===== src/rtl/ram_cmd_master.sv =====
// rtl/ram_cmd_master.sv - turns one host byte request into the RAM command-word sequence
// Reads wait for tx_valid/dout, bounded by RD_TIMEOUT cycles.
module ram_cmd_master #(
  parameter int ADDR_SIZE  = 8,
  parameter int RD_TIMEOUT = 15
) (
  input  logic                 clk,
  input  logic                 rst,
  input  logic                 req_valid,
  output logic                 req_ready,
  input  logic                 req_write,
  input  logic [ADDR_SIZE-1:0] req_addr,
  input  logic [7:0]           req_wdata,
  output logic                 rsp_valid,
  output logic [7:0]           rsp_rdata,
  output logic                 rsp_err,
  output logic [ADDR_SIZE+1:0] din,
  output logic                 rx_valid,
  input  logic [7:0]           dout,
  input  logic                 tx_valid
);

  localparam int CW = $clog2(RD_TIMEOUT + 1);
  localparam logic [CW-1:0] CNT_LAST = CW'(RD_TIMEOUT - 1);

  typedef enum logic [2:0] {
    IDLE, W_ADDR, W_DATA, R_ADDR, R_CMD, WAIT, RESP
  } state_t;

  state_t               state, state_nxt;
  logic [ADDR_SIZE-1:0] addr_q;
  logic [7:0]           wdata_q;
  logic [CW-1:0]        cnt;
  logic                 accept;
  logic                 cnt_last;

  assign accept    = req_valid && (state == IDLE);
  assign cnt_last  = (cnt == CNT_LAST);
  assign req_ready = (state == IDLE);
  assign rsp_valid = (state == RESP);

  always_ff @(posedge clk) begin
    if (rst) state <= IDLE;
    else     state <= state_nxt;
  end

  always_comb begin
    state_nxt = state;
    din       = '0;
    rx_valid  = 1'b0;
    case (state)
      IDLE: begin
        if (accept) state_nxt = req_write ? W_ADDR : R_ADDR;
      end
      W_ADDR: begin
        rx_valid  = 1'b1;
        din       = {2'b00, addr_q};
        state_nxt = W_DATA;
      end
      W_DATA: begin
        rx_valid  = 1'b1;
        din       = {2'b01, ADDR_SIZE'(wdata_q)};
        state_nxt = RESP;
      end
      R_ADDR: begin
        rx_valid  = 1'b1;
        din       = {2'b10, addr_q};
        state_nxt = R_CMD;
      end
      R_CMD: begin
        rx_valid  = 1'b1;
        din       = {2'b11, {ADDR_SIZE{1'b0}}};
        state_nxt = WAIT;
      end
      WAIT: begin
        // tx_valid on the last counted edge still counts as success
        if (tx_valid || cnt_last) state_nxt = RESP;
      end
      RESP:    state_nxt = IDLE;
      default: state_nxt = IDLE;
    endcase
  end

  always_ff @(posedge clk) begin
    if (rst) begin
      addr_q    <= '0;
      wdata_q   <= '0;
      cnt       <= '0;
      rsp_rdata <= '0;
      rsp_err   <= 1'b0;
    end else begin
      case (state)
        IDLE: begin
          if (accept) begin
            addr_q    <= req_addr;
            wdata_q   <= req_wdata;
            rsp_rdata <= '0;
            rsp_err   <= 1'b0;
          end
        end
        R_CMD: cnt <= '0;
        WAIT: begin
          if (tx_valid) begin
            rsp_rdata <= dout;
            rsp_err   <= 1'b0;
          end else if (cnt_last) begin
            rsp_rdata <= '0;
            rsp_err   <= 1'b1;
          end else begin
            cnt <= cnt + CW'(1);
          end
        end
        default: ;
      endcase
    end
  end

endmodule


===== config.mk =====
export PLATFORM = sky130hd
export DESIGN_NAME = ram_cmd_master
export DESIGN_NICKNAME = d
export VERILOG_FILES = /design/src/rtl/ram_cmd_master.sv
export SDC_FILE = /design/constraint.sdc
export NUM_CORES = 1
export LEC_CHECK = 0
export CELL_PAD_IN_SITES_DETAIL_PLACEMENT = 2
export CELL_PAD_IN_SITES_GLOBAL_PLACEMENT = 2
export CORE_MARGIN = 3
export CORE_UTILIZATION = 28
export CTS_CLUSTER_DIAMETER = 30
export DETAILED_ROUTE_END_ITERATION = 12
export PLACE_DENSITY_LB_ADDON = 0.1
export RECOVER_POWER = 50
export SYNTH_ARGS = -nofsm -noshare
export SYNTH_HDL_FRONTEND = slang
export SYNTH_SLANG_ARGS = --single-unit

===== constraint.sdc =====
create_clock -name clk -period 3.8 [get_ports clk]
set_input_delay 0.76 -clock clk [delete_from_list [all_inputs] [get_ports clk]]
set_output_delay 0.76 -clock clk [all_outputs]
set_load 0.02 [all_outputs]

======== After elaboration in Yosys (flattened, before gate mapping) ========
Index checks and enable logic that the tools add are counted.
cells by class
  add/subtract/negate cells ............... 1
  eq/ne operators ......................... 12
  mux-type cells .......................... 17
  reductions and logical operators ........ 10
operator list
  kind                   number
  $pmux W10 S4           1
  $mux W8                3
  $pmux W3 S6            1
  $pmux W8 S2            1
  $eq A3 B3 Y1 const B   3
  $mux W4                2
  $pmux W4 S2            1
  $eq A3 B2 Y1 const B   2
  $mux W3                2
  $ne A2 B2 Y1 const B   3
  $reduce_and A3 Y1      2
  $add A4 B1 Y4 const B  1
  $eq A4 B4 Y1 const B   1
  $mux W1                4
  $reduce_and A2 Y1      2
  $reduce_bool A2 Y1     2
  $reduce_or A4 Y1       1
  $eq A3 B1 Y1 const B   1
  $logic_not A3 Y1       1
  $ne A3 B3 Y1 const B   1
  $mux W2                1
  $ne A2 B1 Y1 const B   1
  $pmux W1 S2            1
  $logic_and A1 B1 Y1    1
  $logic_or A1 B1 Y1     1
word-level totals
  bits in registers ....................... 32
  bits of input ports ..................... 29
  output and inout bits ................... 22
  word-level logic and storage cells ...... 46

======== Depth between registers and ports, before layout ========
Gate-level depths: netlist of the first run.
  depth in word-level cells ............... 4
  mapped depth ............................ 6
  gate-level depth less buffers ........... 5

======== Least setup slack after synthesis of the first run ========
Ideal clock, no wire load.
  path kind ............................... register to output
  start ................................... register state[0]
  end ..................................... output din[7]
  arrival time ............................ 1.302 ns
  required time ........................... 3.040 ns
  slack ................................... 1.738 ns
  cell stages (with the launch flop) ...... 5
  path buffers ............................ 2
  cell sequence ........................... dfxtp_1 > buf_4 > clkbuf_1 > nand2_1 > a21oi_1
between the ends
  word-level cells in the longest chain between the ends .. 2
  elaborated cells on any way between the ends .. 5
  classes of those cells .................. eq/ne (4); mux (1)
ends and longest elaborated chain
  item                                  RTL line  text
  from (decl)                           30        state_t state, state_nxt;
  from (signal assigned)                44        else state <= state_nxt;
  $eq A3 B3 Y1 (tied with other cells)  51        case (state)
  $pmux W10 S4 *                        51
  to (decl)                             17        output logic [ADDR_SIZE+1:0] din,
Mark *: on every way between the ends. The rest lies on a longest branch, timed or not.

======== Final worst setup path of the first run ========
  start ................................... register state[1]
  end ..................................... output din[6]
Same word-level chain as after synthesis.

==> impl_metrics.tcl, run 1 <==
set metrics [dict create \
    synth_compound_area_share_pct 23.9 \
    drc 0 \
    seq_area_frac_synth_pct 40.8 \
    cp-end-kind "output pin" \
    synth_commonest_cells "nand2_1 (39), dfxtp_1 (32), a21oi_1 (18), nand2b_1 (10), nor2_1 (9)" \
    yosys.area_share.simple_pct 25.6 \
    tightest_slew_ps 1440 \
    drive_gt1_share_pct 6.58 \
    syn-cell-area_um2 1570 \
    antenna_found_initial 0 \
    insertion_delay_ps 270 \
    antenna_cells 0 \
    path_clk_slew_ps 70 \
    powerDensity_nw_per_um2 422 \
    synth_fp_nets 215 \
    cts-root-buf "clkbuf_8" \
    timing.setup.tns_ps 0 \
    fillers 604 \
    multi_input_area_um2 812 \
    syn_area_per_cell_um2 8.59 \
    yosys_warnings 0 \
    die-area_um2 6550 \
    synthCells 183 \
    die-height_um 80.9 \
    hold_viol 0 \
    drt.antenna.violating_nets 0 \
    clock_sinks 32 \
    grt_pass1_vias 1678 \
    synthXorXnorAreaFrac_pct 0.557 \
    fin_crit_ps 3310 \
    crit_slowest_cell "dfxtp_1" \
    cts_tree "built" \
    drt_iter0_drc 99 \
    ys_ff_latch 32 \
    start_util_pct 29.8 \
    hpwl_um 3720 \
    synthToLayoutAreaGrowth_pct 38.1 \
    ff_latch_area_um2 641 \
    startpoint_type "flop" \
    slew_headroom_pct 3.66 \
    nets 260 \
    post_cts_resized 0 \
    post_cts_buffers 0 \
    synth_edf_count 0 \
    fp.coreArea_um2 5270 \
    vdd_drop_max_mv 0.136 \
    wire_per_inst_um 16.9 \
    drt-pass1-iter-count 4 \
    synth.distinct_cells 40 \
    maxCapViolations 0 \
    fmax_mhz 302 \
    min_path_type "reg2reg" \
    rsz0062_at_grt "no" \
    ys.flop_type "dfxtp_1" \
    synth.area.mux_share_pct 0 \
    criticalPathCategory "reg2out" \
    io_buffers 50 \
    h-tree-depth 2 \
    grt_max_degree 25 \
    period_share_pct 87.1 \
    yosysMostFrequentCell "nand2_1" \
    io_pins 51 \
    finalWirelength_um 5040 \
    status "finished clean" \
    vias_per_cell 5.13 \
    cts_made_buffers 5 \
    crit_chain "nor2b_1 > a22oi_1 > nor2_1 > clkdlybuf4s50_1" \
    cts_buffer_depth 2 \
    synth.top_cells.by_area "dfxtp_1 (41%), nand2_1 (9.3%), a21oi_1 (5.7%)" \
    yosysTopAreaCellShare_pct 40.8 \
    finClkSkew_ps 2.31 \
    power_leakage_uw 0.000802 \
    slowest_delay_ps 650 \
    finalPower_uw 916 \
    crit_fanout 13 \
    grt_usage_pct 16.4 \
    via_count 1528 \
    arrival_ps 2550 \
    finalSetupViolCount 0 \
    slew_violations 0 \
    synthArstFlopShare_pct 0 \
    synth_area_leader_cell "dfxtp_1" \
    chipWidth_um 80.9 \
    synth_top_family_by_area "simple AND/OR/NAND/NOR gates" \
    gp_congestion 0.691 \
    rows 26 \
    grt_overflow 0 \
    grt_pass1_wl_um 8260 \
    synthAdderAreaFrac_pct 2.39 \
    holdBufCountCts 0 \
    cp.required_ps 3040 \
]
-- worst paths after layout --
kind,slack [ps],cells after the start,from,to
setup / recovery,490,4,state[1]$_SDFFE_PP0P_,din[6]
hold / removal,460,2,wdata_q[3]$_SDFFE_PP0P_,wdata_q[3]$_SDFFE_PP0P_
setup reg to reg,1500,3,state[0]$_SDFFE_PP0P_,addr_q[0]$_SDFFE_PP0P_
hold reg to reg,460,2,wdata_q[3]$_SDFFE_PP0P_,wdata_q[3]$_SDFFE_PP0P_
-- where the power goes --
part | switching (uW) | total [uW] | internal, uW
Clock | 122 | 283 | 161
Sequential | 30.3 | 390 | 360
Combinational | 139 | 243 | 104
-- kinds of logic (layout without fill, tap and decap cells) --
logic type	after synthesis	after routing
AND/OR/NAND/NOR	76	76
AO/OA/AOI/OAI	52	52
flip-flops	32	32
buffers and inverters	19	64
adder cells (fa/ha/maj)	3	3
XOR/XNOR	1	1
-- registers in the layout, indices dropped and copies added, names as in the netlist --
name / count
addr_q: 8
wdata_q: 8
state: 3
rsp_err: 1
cnt: 4
rsp_rdata: 8
-- metal layers --
layer	track usage [%]	wire length, um	up-vias
met5	0	0	-
met4	3.55	18	0
met3	5.32	258	2
met2	29.9	2610	35
met1	18.6	2150	758
li1	-	-	733
-- worst max-delay path: cells and delay by family, from the launching register on --
family	cells	cell delay, ps
AND/OR/NAND/NOR	2	810
flip-flops	1	650
buffers and inverters	1	630
AO/OA/AOI/OAI	1	180
-- layout make-up --
| class | instances | share of cell area (%) |
|---|---|---|
| multi-input combinational | 132 | 37.4 |
| inverter | 5 | 0.865 |
| clock buffer | 7 | 4.44 |
| sequential | 32 | 29.5 |
| timing repair buffer | 52 | 23.7 |
| tap | 70 | 4.03 |
-- placed cells by master (no fill, tap or decap), types with 2 or more instances in the layout --
master,synthesis,layout
a211o_1,2,2
a211oi_1,4,4
a21oi_1,18,18
a22oi_1,7,7
a31oi_1,3,3
buf_4,1,2
clkbuf_8,0,7
clkdlybuf4s50_1,0,39
dfxtp_1,32,32
dlygate4sd3_1,0,11
ha_1,3,3
inv_1,4,5
nand2_1,39,39
nand2b_1,10,10
nor2_1,9,9
nor2b_1,2,2
nor3_1,3,3
nor4_1,3,3
o21ai_0,3,3
o2bb2ai_1,8,8
-- through the flow --
step,cell area (um^2),hold slack [ps],utilization (%),std cells,worst slack [ps]
final,2170,463,41.2,298,490
after global routing,2170,487,41.2,298,318
after CTS,2180,463,41.4,298,445
after detailed placement,2090,454,39.6,291,766
after global placement,2090,445,39.6,291,998
after floorplan,1570,436,-,183,1740
No activity file was read; power rests on OpenSTA's default activity.
==> run 2, diff against run 1 <==
CORE_ASPECT_RATIO = 0.6   (was default)
==> run 2 against run 1 <==
  * The run now ends with capacitance limit, slew limit left
  * Cell area is 0.29% higher
  * Die area is 0.45% higher
  * Worst setup slack better by 43 ps
  * Sequential power is 1% higher
  * Clock skew is 5.1 ps higher
  * Critical path depth stayed put
  * Routed wire length is 4.2% higher
  * Clock power is 17% higher
  * First-iteration DRC count is 73% lower
  * Combinational power hardly changed
  * Largest cell class unchanged
==> impl_metrics.tcl, run 2 (synthesized netlist as in run 1, its figures left out) <==
set metrics [dict create \
    finalPower_uw 966 \
    reg2reg_depth 3 \
    p_seq_share_pct 40.8 \
    path_delay_family "simple AND/OR/NAND/NOR gates" \
    rsz0062_at_grt "no" \
    die-area_um2 6580 \
    cts-root-buf "clkbuf_8" \
    p_sw_uw 307 \
    r2r_start "state[2]$_SDFFE_PP0P_" \
    fillers 583 \
    p_clk_share_pct 34.2 \
    slew_violations 17 \
    via_count 1504 \
    antenna_cells 0 \
    cts_buffer_depth 2 \
    rr_endpoint "addr_q[0]$_SDFFE_PP0P_" \
    path_clk_slew_ps 70 \
    post_cts_buffers 0 \
    powerDensity_nw_per_um2 444 \
    synthToLayoutAreaGrowth_pct 38.5 \
    start_util_pct 30.0 \
    fin_crit_ps 3270 \
    nets 260 \
    cp.required_ps 3040 \
    crit_chain "nor2b_1 > a22oi_1 > nor2_1 > clkdlybuf4s50_1" \
    grt_pass1_vias 1629 \
    fmax_mhz 306 \
    cts_made_buffers 5 \
    gp_congestion 0.763 \
    fp.coreArea_um2 5230 \
    grt_usage_pct 16.7 \
    fin_util_pct 41.6 \
    arrival_ps 2510 \
    holdBufCountCts 0 \
    drive_gt1_share_pct 6.99 \
    timing.setup.tns_ps 0 \
    switching_share_pct 31.8 \
    regToRegSetupSlack_ps 1460 \
    hold-path-cell-count 2 \
    io_buffers 50 \
    crit_slowest_cell "dfxtp_1" \
    die-height_um 64.0 \
    reg.largest.list "addr_q x8, rsp_rdata x8, wdata_q x8" \
    hold_viol 0 \
    clock_sinks 32 \
    slew_headroom_pct -0.605 \
    grt_overflow 0 \
    final_cell_mix "nand2_1 (39), clkdlybuf4s50_1 (39), dfxtp_1 (32)" \
    criticalPathCategory "reg2out" \
    cp-end-kind "output pin" \
    finClkSkew_ps 7.39 \
    tightest_slew_ps 1510 \
    finalInstanceArea_um2 2180 \
    maxCapViolations 1 \
    power.internal_uw 660 \
    finalSetupViolCount 0 \
    cp_num_buf_inv 1 \
    rows 20 \
    status "finished with violations" \
    grt_max_degree 22 \
    wire_per_inst_um 17.8 \
    vdd_drop_max_mv 0.176 \
    hpwl_um 3880 \
    drt.antenna.violating_nets 0 \
    startpoint_type "flop" \
    post_cts_resized 0 \
    insertion_delay_ps 280 \
    power_leakage_uw 0.000805 \
    drt-pass1-iter-count 4 \
    drc 0 \
    grt_pass1_wl_um 8580 \
    pwr-share-comb_pct 25.0 \
    whs_endpoint "wdata_q[3]$_SDFFE_PP0P_" \
    crit_fanout 13 \
    slowest_delay_ps 640 \
    min_path_type "reg2reg" \
    place_area_um2 2080 \
    chipWidth_um 103 \
    period_share_pct 86.0 \
    hp-start "wdata_q[3]$_SDFFE_PP0P_" \
    antenna_found_initial 0 \
    vias_per_cell 5.10 \
    violations "capacitance limit, slew limit" \
    io_pins 51 \
    h-tree-depth 2 \
    finalWirelength_um 5260 \
    drt_iter0_drc 27 \
    cts_tree "built" \
]
[run 2: layout make-up]
| cell class | instances | area (um^2) | share of cell area (%) |
|---|---|---|---|
| clock buffers | 6 | 72.6 | 3.33 |
| clock inverters | 2 | 35.0 | 1.61 |
| inverters | 5 | 18.8 | 0.862 |
| multi-input cells | 132 | 816 | 37.5 |
| flip-flops and latches | 32 | 641 | 29.4 |
| well taps | 66 | 82.6 | 3.79 |
| repair buffers | 52 | 512 | 23.5 |
[run 2: power groups by stage]
| stage | clock, uW | sequential (uW) | combinational [uW] |
|---|---|---|---|
| floorplan | 0 | 379 | 173 |
| global placement | 0 | 401 | 236 |
| detailed placement | 0 | 404 | 246 |
| CTS | 340 | 396 | 248 |
| global route | 358 | 400 | 264 |
| finish | 331 | 394 | 241 |
[run 2: layer usage]
layer / vias to the layer above / track usage [%] / wire, um
li1: 743 / - / -
met1: 721 / 23.3 / 2550
met2: 38 / 26.5 / 2450
met3: 2 / 3.71 / 238
met4: 0 / 2.95 / 23
met5: - / 0 / 0
[run 2: worst max path at each step]
| stage | cells past startpoint | startpoint | endpoint | slack, ps |
|---|---|---|---|---|
| 6_report | 4 | state[1]$_SDFFE_PP0P_ | din[2] | 530 |
| 5_1_grt | 4 | state[1]$_SDFFE_PP0P_ | din[2] | 360 |
| 4_1_cts | 4 | state[1]$_SDFFE_PP0P_ | din[2] | 500 |
| 3_5_place_dp | 4 | state[1]$_SDFFE_PP0P_ | din[2] | 830 |
| 3_3_place_gp | 4 | state[1]$_SDFFE_PP0P_ | din[2] | 960 |
| 2_1_floorplan | 4 | state[0]$_SDFFE_PP0P_ | din[7] | 1740 |
[run 2: worst min-delay path, cell delays in order (launching register included)]
cell and delay (ps):
dfxtp_1 310, nand2_1 50, a21oi_1 50
[run 2: metrics by stage]
stage	instances	setup slack, ps	hold slack, ps
finish	295	532	460
global route	295	355	487
CTS	295	496	462
detailed placement	287	828	453
global placement	287	957	443
floorplan	183	1740	436
